==> src/rtl/pixel_readback_pkg.sv <==
// Shared types and byte-lane constants for the pixel readback path.
package pixel_readback_pkg;

  typedef enum logic [2:0] {
    IDLE,
    READ,
    WAIT,
    SEND,
    FINISH
  } state_t;

  localparam int R_MSB           = 23;
  localparam int G_MSB           = 15;
  localparam int B_MSB           = 7;
  localparam int BYTES_PER_PIXEL = 3;

  // Selects the colour byte for a given lane index (0=R, 1=G, 2=B).
  function automatic logic [7:0] lane_byte(input logic [23:0] pix, input logic [1:0] idx);
    case (idx)
      2'd0:    lane_byte = pix[R_MSB -: 8];
      2'd1:    lane_byte = pix[G_MSB -: 8];
      default: lane_byte = pix[B_MSB -: 8];
    endcase
  endfunction

endpackage

==> src/rtl/pixel_byte_serializer.sv <==
// Holds one pixel word and streams its R, G, B bytes over valid/ready.
module pixel_byte_serializer
  import pixel_readback_pkg::*;
#(
  parameter int DATA_W = 32
) (
  input  logic              clk,
  input  logic              rst,
  input  logic              load,
  input  logic [DATA_W-1:0] word,
  input  logic              tx_ready,
  output logic [7:0]        tx_data,
  output logic              tx_valid,
  output logic              last_accepted
);

  logic [23:0] pix_q;
  logic [1:0]  byte_idx;
  logic        accept;

  // Colour data lives in the low 24 bits; anything above is padding.
  generate
    if (DATA_W > 24) begin : g_hi
      logic unused_hi;
      assign unused_hi = ^word[DATA_W-1:24];
    end
  endgenerate

  assign accept        = tx_valid & tx_ready;
  assign last_accepted = accept && (byte_idx == 2'(BYTES_PER_PIXEL - 1));

  always_ff @(posedge clk) begin
    if (load) pix_q <= word[23:0];
  end

  always_ff @(posedge clk or negedge rst) begin
    if (!rst) begin
      byte_idx <= '0;
      tx_valid <= 1'b0;
      tx_data  <= '0;
    end else if (load) begin
      byte_idx <= '0;
      tx_valid <= 1'b1;
      tx_data  <= word[R_MSB -: 8];
    end else if (accept) begin
      if (last_accepted) begin
        tx_valid <= 1'b0;
      end else begin
        byte_idx <= byte_idx + 2'd1;
        tx_data  <= lane_byte(pix_q, byte_idx + 2'd1);
      end
    end
  end

endmodule

==> src/rtl/pixel_readback.sv <==
// Reads the pixel buffer out of data memory port B and streams it as RGB bytes.
module pixel_readback
  import pixel_readback_pkg::*;
#(
  parameter int DATA_W     = 32,
  parameter int ADDR_W     = 10,
  parameter int BASE_ADDR  = 0,
  parameter int NUM_PIXELS = 256
) (
  input  logic              clk,
  input  logic              rst,
  input  logic              start,
  output logic              mem_rd_en,
  output logic [ADDR_W-1:0] mem_addr,
  input  logic [DATA_W-1:0] mem_rd_data,
  output logic [7:0]        tx_data,
  output logic              tx_valid,
  input  logic              tx_ready,
  output logic              busy,
  output logic              done
);

  localparam logic [ADDR_W-1:0] BASE     = ADDR_W'(BASE_ADDR);
  localparam logic [ADDR_W-1:0] LAST_PIX = ADDR_W'(NUM_PIXELS - 1);

  state_t            state;
  logic [ADDR_W-1:0] pix_cnt;
  logic              load;
  logic              last_accepted;

  // Read data arrives during WAIT, so the serializer captures it at that edge.
  assign load = (state == WAIT);

  pixel_byte_serializer #(
    .DATA_W(DATA_W)
  ) u_ser (
    .clk          (clk),
    .rst          (rst),
    .load         (load),
    .word         (mem_rd_data),
    .tx_ready     (tx_ready),
    .tx_data      (tx_data),
    .tx_valid     (tx_valid),
    .last_accepted(last_accepted)
  );

  // mem_rd_en and done are set on entry so each is high for exactly one state.
  always_ff @(posedge clk or negedge rst) begin
    if (!rst) begin
      state     <= IDLE;
      mem_rd_en <= 1'b0;
      mem_addr  <= '0;
      pix_cnt   <= '0;
      busy      <= 1'b0;
      done      <= 1'b0;
    end else begin
      mem_rd_en <= 1'b0;
      done      <= 1'b0;
      case (state)
        IDLE: begin
          if (start) begin
            mem_addr  <= BASE;
            pix_cnt   <= '0;
            busy      <= 1'b1;
            mem_rd_en <= 1'b1;
            state     <= READ;
          end
        end
        READ:   state <= WAIT;
        WAIT:   state <= SEND;
        SEND: begin
          if (last_accepted) begin
            if (pix_cnt == LAST_PIX) begin
              done  <= 1'b1;
              busy  <= 1'b0;
              state <= FINISH;
            end else begin
              pix_cnt   <= pix_cnt + ADDR_W'(1);
              mem_addr  <= mem_addr + ADDR_W'(1);
              mem_rd_en <= 1'b1;
              state     <= READ;
            end
          end
        end
        FINISH:  state <= IDLE;
        default: state <= IDLE;
      endcase
    end
  end

endmodule

==> config.mk <==
export PLATFORM = sky130hd
export DESIGN_NAME = pixel_readback
export DESIGN_NICKNAME = d
export VERILOG_FILES = /design/src/rtl/pixel_readback_pkg.sv /design/src/rtl/pixel_byte_serializer.sv /design/src/rtl/pixel_readback.sv
export SDC_FILE = /design/constraint.sdc
export NUM_CORES = 1
export LEC_CHECK = 0
export ABC_AREA = 1
export ABC_CLOCK_PERIOD_IN_PS = 1670
export CAP_MARGIN = 15
export CORE_MARGIN = 10
export CORE_UTILIZATION = 40
export DETAILED_ROUTE_END_ITERATION = 10
export PLACE_DENSITY = 0.65
export SYNTH_ARGS = -nofsm -noshare
export SYNTH_HDL_FRONTEND = slang
export SYNTH_SLANG_ARGS = --single-unit
==> constraint.sdc <==
create_clock -name clk -period 1.67 [get_ports clk]
set_input_delay 0.501 -clock clk [delete_from_list [all_inputs] [get_ports clk]]
set_output_delay 0.501 -clock clk [all_outputs]
set_load 0.1 [all_outputs]
* Word level (Yosys, flattened, before mapping)
Index checks and enable logic that the tools add are counted.
Storage, ports and cells: register bits 61, input bits 36, output and inout bits 22, word-level logic and storage cells 68
Cells by class: $add $sub $neg 3, eq/ne operators 11, multiplexer cells 32, bitwise operators 1, reduce and logical (&&, ||, !) cells 11
Operators by type and width (number):
- two-way mux 10 bit | 5
- case mux 10 bit (2 select lines) | 2
- two-way mux 8 bit | 3
- adder 10 x 1 -> 10 bit (second input constant) | 2
- case mux 8 bit (2 select lines) | 1
- two-way mux 1 bit | 12
- case mux 3 bit (4 select lines) | 1
- == test 10 x 8 -> 1 bit (second input constant) | 1
- inequality test 2 bit (second input constant) | 5
- two-way mux 3 bit | 3
- AND reduction 4 bit | 2
- == test 3 x 2 -> 1 bit (second input constant) | 2
- two-way mux 2 bit | 3
- AND reduction 2 bit | 3
- nonzero test 2 bit | 3
- case mux 1 bit (2 select lines) | 2
- == test 3 x 1 -> 1 bit (second input constant) | 1
- logical NOT 3 bit | 1
- adder 2 x 1 -> 2 bit (second input constant) | 1
- == test 2 x 1 -> 1 bit (second input constant) | 1
- == test 2 bit (second input constant) | 1
- logical NOT 2 bit | 1
- bitwise AND 1 bit | 1
- logical AND 1 bit | 1

* Longest topological paths before layout
Gate-level depths: netlist of run 1.
depth in word-level cells 6, mapped depth 10, depth with buffers taken out 10

* Hierarchy
Synthesis of run 1 repeated with hierarchy kept, for this count alone.
Second synthesis, totals: cells, all modules 355, area, all modules 3161.8 µm²
By module, submodules not included:
- pixel_byte_serializer | times used 1, cells each 155, area each 1614.0 µm², seq. area each 996.0 µm²
- pixel_readback | times used 1, cells each 200, area each 1547.7 µm², seq. area each 650.6 µm²

* Worst setup path before layout of run 1
OpenSTA, ideal clock, no wires.
path kind flip-flop to flip-flop, start point register mem_addr[0], end point register mem_addr[8], library setup time 0.083 ns, data arrival time 2.001 ns, required time 1.587 ns, slack -0.414 ns, cell stages (with the launch flop) 7, buffers on the path 0, period minus slack after synthesis 2.084 ns, path through dfrtp_1 -> ha_1 -> nand2_1 -> nor2_1 -> nand3_1 -> xor2_1 -> o21ai_0
On the way: cells in the longest elaborated chain, start to end 4
Ends and longest elaborated chain:
- from (decl) | line pixel_readback.sv:14 | output logic [ADDR_W-1:0] mem_addr,
- from (signal assigned) | line pixel_readback.sv:79 | mem_addr <= mem_addr + ADDR_W'(1);
- adder 10 x 1 -> 10 bit | line pixel_readback.sv:79
- two-way mux 10 bit | line pixel_readback.sv:73 | if (pix_cnt == LAST_PIX) begin
- two-way mux 10 bit | line pixel_readback.sv:72 | if (last_accepted) begin
- case mux 10 bit (2 select lines) | line pixel_readback.sv:59 | case (state)
No other way between the ends. The select of a mux whose other input is x is not followed. A chain may end at the register's enable or synchronous reset.

* Final worst setup path of run 1
start point input port tx_ready, end point register pix_cnt[2]
On the way: cells in the longest elaborated chain, start to end 4
Ends and longest elaborated chain:
- from (decl) | line pixel_readback.sv:18 | input logic tx_ready,
- bitwise AND 1 bit | line pixel_byte_serializer.sv:29 | assign accept = tx_valid & tx_ready;
- logical AND 1 bit | line pixel_byte_serializer.sv:30 | assign last_accepted = accept && (byte_idx == 2'(BYTES_PER_PIXEL - 1));
- inequality test 2 bit (no source line)
- AND reduction 4 bit (no source line)
- to (signal assigned) | line pixel_readback.sv:78 | pix_cnt <= pix_cnt + ADDR_W'(1);
- to (decl) | line pixel_readback.sv:27 | logic [ADDR_W-1:0] pix_cnt;
No other way between the ends.

==> impl_metrics.ini, run 1 <==
[clocking]
cts_buffers = 9
cts_root_buffer = clkbuf_8
htree_num_levels = 3
clock_path_buffers = 2
worstSkewPairLatency_ns = 0.34
hold_buffers = 0
clkTransAtPathRegs_ns = 0.07
cts_tree = yes
cts_sinks = 61

[setup_path]
start_kind = primary input
max_stage_delay_ns = 0.50
required_ns = 1.89
cp_top_family = buffers and inverters
critPathArrivalTime_ns = 1.77
worstPathCellList = clkdlybuf4s50_1 > nand3_2 > nand2_2 > nand2_1 > nor2_2 > nand2_4 > clkbuf_16 > nand2_1 > o21ai_0
cp_slowest_cell = clkdlybuf4s50_1
path_buf_inv = 2
critPathMaxFanout = 15
crit_top_cell = nand2_1
crit_path_end_kind = flip-flop
setup.worst_path.class = in2reg

[route]
dr.pass1.iters = 5
wl_per_cell_um = 13.2
vias = 2299
viasPerCell = 4.81
detail_route.wirelength_mm = 6.29
drt_iter0_markers = 86
drc_errors = 0
drtAntennaViolNets = 0

[pwr]
p_leak_nw = 1.72
worst_ir_drop_vdd_uv = 1340
power.density_nw_per_um2 = 1920

[logic_synthesis]
synth_cells = 301
ys.warnings.count = 0
synthesis.area_sq_um = 2820
yosysTopAreaCellShare_pct = 32.8
synthFlopType = dfrtp_1
synth-seq-area-share_pct = 58.4
yosys.area.top_type = dfrtp_1
synth_edf_count = 24
synth.avg_cell_area_sq_um = 9.37
ys_seq_elements = 61
netlist_top_cells_area = dfrtp_1, edfxtp_1, nand2_1
yosysUniqueCellTypes = 25
async_flop_share_pct = 60.7
synth_common_cells = nand2_1, nand3_1, dfrtp_1
synth_most_common_cell = nand2_1
syn_nets = 342

[sta]
finClkSkew_ns = 0.0120
worst-slew-pin-transition_ns = 0.350
setup_viol = 0
slew_headroom_pct = 76.6
drv_slew = 0
period_share_pct = 93.2
min_period_ns = 1.56
hold_viol = 0
fmax_ghz = 0.642
finalSetupTns_ns = 0

[place]
hpwl_mm = 4.42
dpl_cell_area_sq_um = 3790
gp_congestion = 0.821
portBuffers = 49

[flow_run]
cap_violations = 0

[hold_path]
worstHoldPathType = in2async

[cells_and_area]
n_fill_cell = 569
drive_gt1_share_pct = 22.5
diodes = 0
num-nets-final = 418
final_util_pct = 59.9
area_growth_pct = 45.2
design_area_sq_um = 4090

[global_route]
antenna_found_initial = 0
grt_max_degree = 38
grt.total_usage_pct = 11.8
grt_pass1_wl_mm = 10.6
grt_pass1_vias = 2261
overflow = 0

[die]
core.rowCount = 30
fp.dieW_um = 104
dieArea_sq_um = 10800
start_util_pct = 41.3
ioPinCount = 58
coreArea_sq_um = 6830
die-height_um = 104

[run_status]
status = complete, no violations
-- metal layers --
metal	up-vias	share of wire [%]	track usage, %
met5	-	0	0
met4	0	0.89	4.37
met3	7	8.5	5.51
met2	60	49	18.9
met1	1069	42	13.5
li1	1163	-	-
-- registers in the layout, indices dropped and copies added, names as in the netlist --
register,flops
u_ser.pix_q,24
done,1
mem_rd_en,1
u_ser.tx_valid,1
pix_cnt,10
mem_addr,10
busy,1
state,3
u_ser.byte_idx,2
u_ser.tx_data,8
-- cells by family after synthesis --
logic type | count (synthesis) | synth area share [%]
AND/OR/NAND/NOR | 162 | 25.3
AO/OA/AOI/OAI | 32 | 6.70
adder cells (fa/ha/maj) | 5 | 2.22
XOR/XNOR | 6 | 1.86
flip-flops | 61 | 58.4
buffers and inverters | 35 | 5.55
-- placed cells by master (no fill, tap or decap), types with 4 or more instances in the layout --
cell             instances
nand2_1                 87
nand3_1                 46
dfrtp_1                 29
clkdlybuf4s50_1         26
buf_12                  25
edfxtp_1                24
inv_1                   22
buf_4                   20
nor2_1                  13
o21ai_1                 12
o211ai_1                 9
clkbuf_8                 9
o21ai_0                  8
dfrtp_2                  5
nand4_1                  4
-- worst register-to-register path, delay by kind of cell (launching register included) --
kind / cells / cell delay (ns)
AOI/OAI and AO/OA: 1 / 0.10
adders and majority gates: 1 / 0.20
buffers and inverters: 1 / 0.15
DFF: 1 / 0.38
and+or+nand+nor: 4 / 0.60
-- where the power goes --
group | switching, mW | internal (mW)
combinational | 2.54 | 1.59
sequential | 0.349 | 2.08
clock | 0.618 | 0.696
total | 3.51 | 4.36
-- per-stage QoR --
step | std cells | setup WS (ns) | hold slack [ns] | power (mW)
CTS | 473 | 0.0734 | 0.117 | 7.74
global placement | 457 | -0.174 | 0.472 | 6.35
floorplan | 301 | 0.0524 | 0.205 | 4.84
finish | 478 | 0.113 | 0.107 | 7.87
global route | 478 | -0.00188 | 0.122 | 8.37
detailed placement | 457 | -0.220 | 0.484 | 6.41
-- final cells by class --
type	instances	area (sq um)	share of cell area, %
clock buffers	9	124	3.03
clock inverters	7	75.1	1.83
inverters	27	103	2.51
multi-input cells	205	1070	26.1
flip-flops and latches	61	1660	40.6
well taps	96	120	2.93
repair buffers	73	941	23.0
-- path summary, 6_finish.rpt --
check	slack, ns	from	depth (start not counted)	to
max	0.11	tx_ready	9	pix_cnt[2]
min	0.11	rst	2	mem_rd_en
max reg2reg	0.12	pix_cnt[1]	7	pix_cnt[8]
min reg2reg	0.49	u_ser.pix_q[5]	2	u_ser.tx_data[5]
max in group asynchronous	1.33	rst	2	mem_addr[1]
min in group clk	0.49	u_ser.pix_q[5]	2	u_ser.tx_data[5]
-- repair_timing --
item / 4_1_cts / 5_1_grt
setup endpoints to repair: 0 / 21
resized for setup: 0 / 14
setup buffers: 0 / 4
No activity file was read; power rests on OpenSTA's default activity.
==> run 2, diff against run 1 <==
CORE_UTILIZATION = 46   (was 40)
PLACE_DENSITY = 0.74   (was 0.65)
==> run 2 against run 1 <==
  * Register-to-register slack better by 0.02 ns
  * Worst hold slack worse by 0.0012 ns
  * First-iteration DRC count rose by 48%
  * Largest power group unchanged
==> impl_metrics.ini, run 2 (synthesis results as in run 1) <==
[pwr]
combPwrFrac_pct = 52.2
seqPwrFrac_pct = 32.2
internal_power_mw = 4.09
p_leak_nw = 1.65
clkPwrFrac_pct = 15.5
worst_ir_drop_vdd_uv = 1120
switching_power_mw = 3.43
power.density_nw_per_um2 = 1910
switching_share_pct = 45.6

[global_route]
antenna_found_initial = 0
grt_max_degree = 38
overflow = 0
grt_pass1_wl_mm = 10.8
grt.total_usage_pct = 13.6
grt_pass1_vias = 2423

[clocking]
clkTransAtPathRegs_ns = 0.07
cts_root_buffer = clkbuf_8
clock_path_buffers = 2
cts_sinks = 61
htree_num_levels = 3
worstSkewPairLatency_ns = 0.35
cts_buffers = 9
cts_tree = yes

[sta]
fmax_ghz = 0.643
finClkSkew_ns = 0.0110
slew_headroom_pct = 76.5
setup_viol = 0
period_share_pct = 93.1
drv_slew = 0
hold_viol = 0
worst-slew-pin-transition_ns = 0.353
min_period_ns = 1.55

[route]
vias = 2299
detail_route.wirelength_mm = 6.24
drt_iter0_markers = 127
viasPerCell = 5.11
dr.pass1.iters = 5
drtAntennaViolNets = 0
drc_errors = 0
wl_per_cell_um = 13.9

[die]
ioPinCount = 58
core.rowCount = 28
start_util_pct = 47.6
coreArea_sq_um = 5920
dieArea_sq_um = 9660
die-height_um = 98.3
fp.dieW_um = 98.3

[place]
hpwl_mm = 4.49
gp_congestion = 0.840
dp_cells = 433
portBuffers = 49
dpl_cell_area_sq_um = 3740

[setup_path]
cp_top_family = flip-flops
max_stage_delay_ns = 0.53
crit_path_end_kind = primary output
worstPathCellList = buf_12
reg2reg_depth = 10
critPathArrivalTime_ns = 1.05
r2r-end = mem_addr[2]
cp_slowest_cell = dfrtp_4
setup.worst_path.class = reg2out
required_ns = 1.17
critPathMaxFanout = 8
start_kind = flip-flop
rr_startpoint = u_ser.byte_idx[0]
ff2ff_setup_slack_ns = 0.14
path_buf_inv = 1

[run_status]
status = complete, no violations

[hold_path]
worstHoldPathType = in2async

[cells_and_area]
diodes = 0
fin_cells = 450
layout_common_cells = nand2_1, nand3_1, dfrtp_1, clkdlybuf4s50_1, buf_12
area_growth_pct = 39.6
drive_gt1_share_pct = 19.7
final_common_cell = nand2_1
reg_top3 = u_ser.pix_q: 24 flops, mem_addr: 10 flops, pix_cnt: 10 flops
largest-register = u_ser.pix_q
n_fill_cell = 463
largest_reg_flops = 24
num-nets-final = 411
design_area_sq_um = 3940

[flow_run]
cap_violations = 0
-- run 2: metrics by stage --
| step | TNS (ns) | hold slack [ns] | setup slack, ns | power (mW) | utilization (%) |
|---|---|---|---|---|---|
| floorplan | 0 | 0.205 | 0.0524 | 4.84 | - |
| global placement | -5.20 | 0.473 | -0.244 | 6.26 | 63.2 |
| detailed placement | -5.85 | 0.479 | -0.280 | 6.37 | 63.2 |
| CTS | 0 | 0.109 | 0.0761 | 7.54 | 66.1 |
| global route | -0.0147 | 0.115 | -0.0142 | 7.95 | 66.5 |
| finish | 0 | 0.106 | 0.115 | 7.52 | 66.5 |
-- run 2: how the worst max path moves through the flow --
stage	from	slack, ns	endpoint	cells after the start
finish	mem_addr[0]	0.12	mem_addr[0]	1
global route	tx_ready	-0.01	pix_cnt[4]	9
CTS	u_ser.byte_idx[0]	0.08	pix_cnt[0]	10
detailed placement	tx_ready	-0.28	pix_cnt[2]	9
global placement	tx_ready	-0.24	pix_cnt[8]	9
floorplan	mem_addr[0]	0.05	mem_addr[8]	6
-- run 2: repair_timing --
action                                 4_1_cts  5_1_grt
hold buffers                                 0        0
endpoints found under the hold margin        0        0
buffers inserted                             0        1
setup endpoints to repair                    0       20
gates resized for setup                      0        3
-- run 2: cell type report --
| cell class | instances | area [sq um] | area share [%] |
|---|---|---|---|
| clock inverter | 6 | 38.8 | 0.985 |
| sequential | 61 | 1660 | 42.3 |
| inverter | 27 | 103 | 2.61 |
| clock buffer | 10 | 138 | 3.50 |
| tap | 75 | 93.8 | 2.38 |
| timing repair buffer | 66 | 871 | 22.1 |
| multi-input combinational | 205 | 1030 | 26.1 |
-- run 2: power by group through the flow --
stage,clock network [mW],logic (mW),registers [mW]
6_report,1.17,3.93,2.42
3_3_place_gp,0,3.84,2.43
4_1_cts,1.19,3.93,2.42
3_5_place_dp,0,3.92,2.45
5_1_grt,1.26,4.22,2.47
2_1_floorplan,0,1.38,3.46
-- run 2: metal layers --
metal	vias to the layer above	track usage, %	share of wire, %
li1	1150	-	-
met1	1078	14.1	41
met2	61	23.3	50
met3	10	4.79	6.4
met4	0	7.39	2.2
met5	-	0	0
-- run 2: worst register-to-register path, stage by stage (launching register included) --
cell	delay (ns)
dfrtp_1	0.38
inv_1	0.08
ha_1	0.19
nand3_2	0.11
nand2_2	0.10
nand2_1	0.08
nor2_2	0.10
nand2_2	0.07
buf_12	0.17
nand2_1	0.07
o21ai_0	0.07
==> run 3, diff against run 2 <==
ABC_CLOCK_PERIOD_IN_PS = not set   (was 1670)
CTS_CLUSTER_SIZE = 10   (was not set)
==> results of run 3 <==
The final DEF is identical to that of run 2; final timing and power are the same.
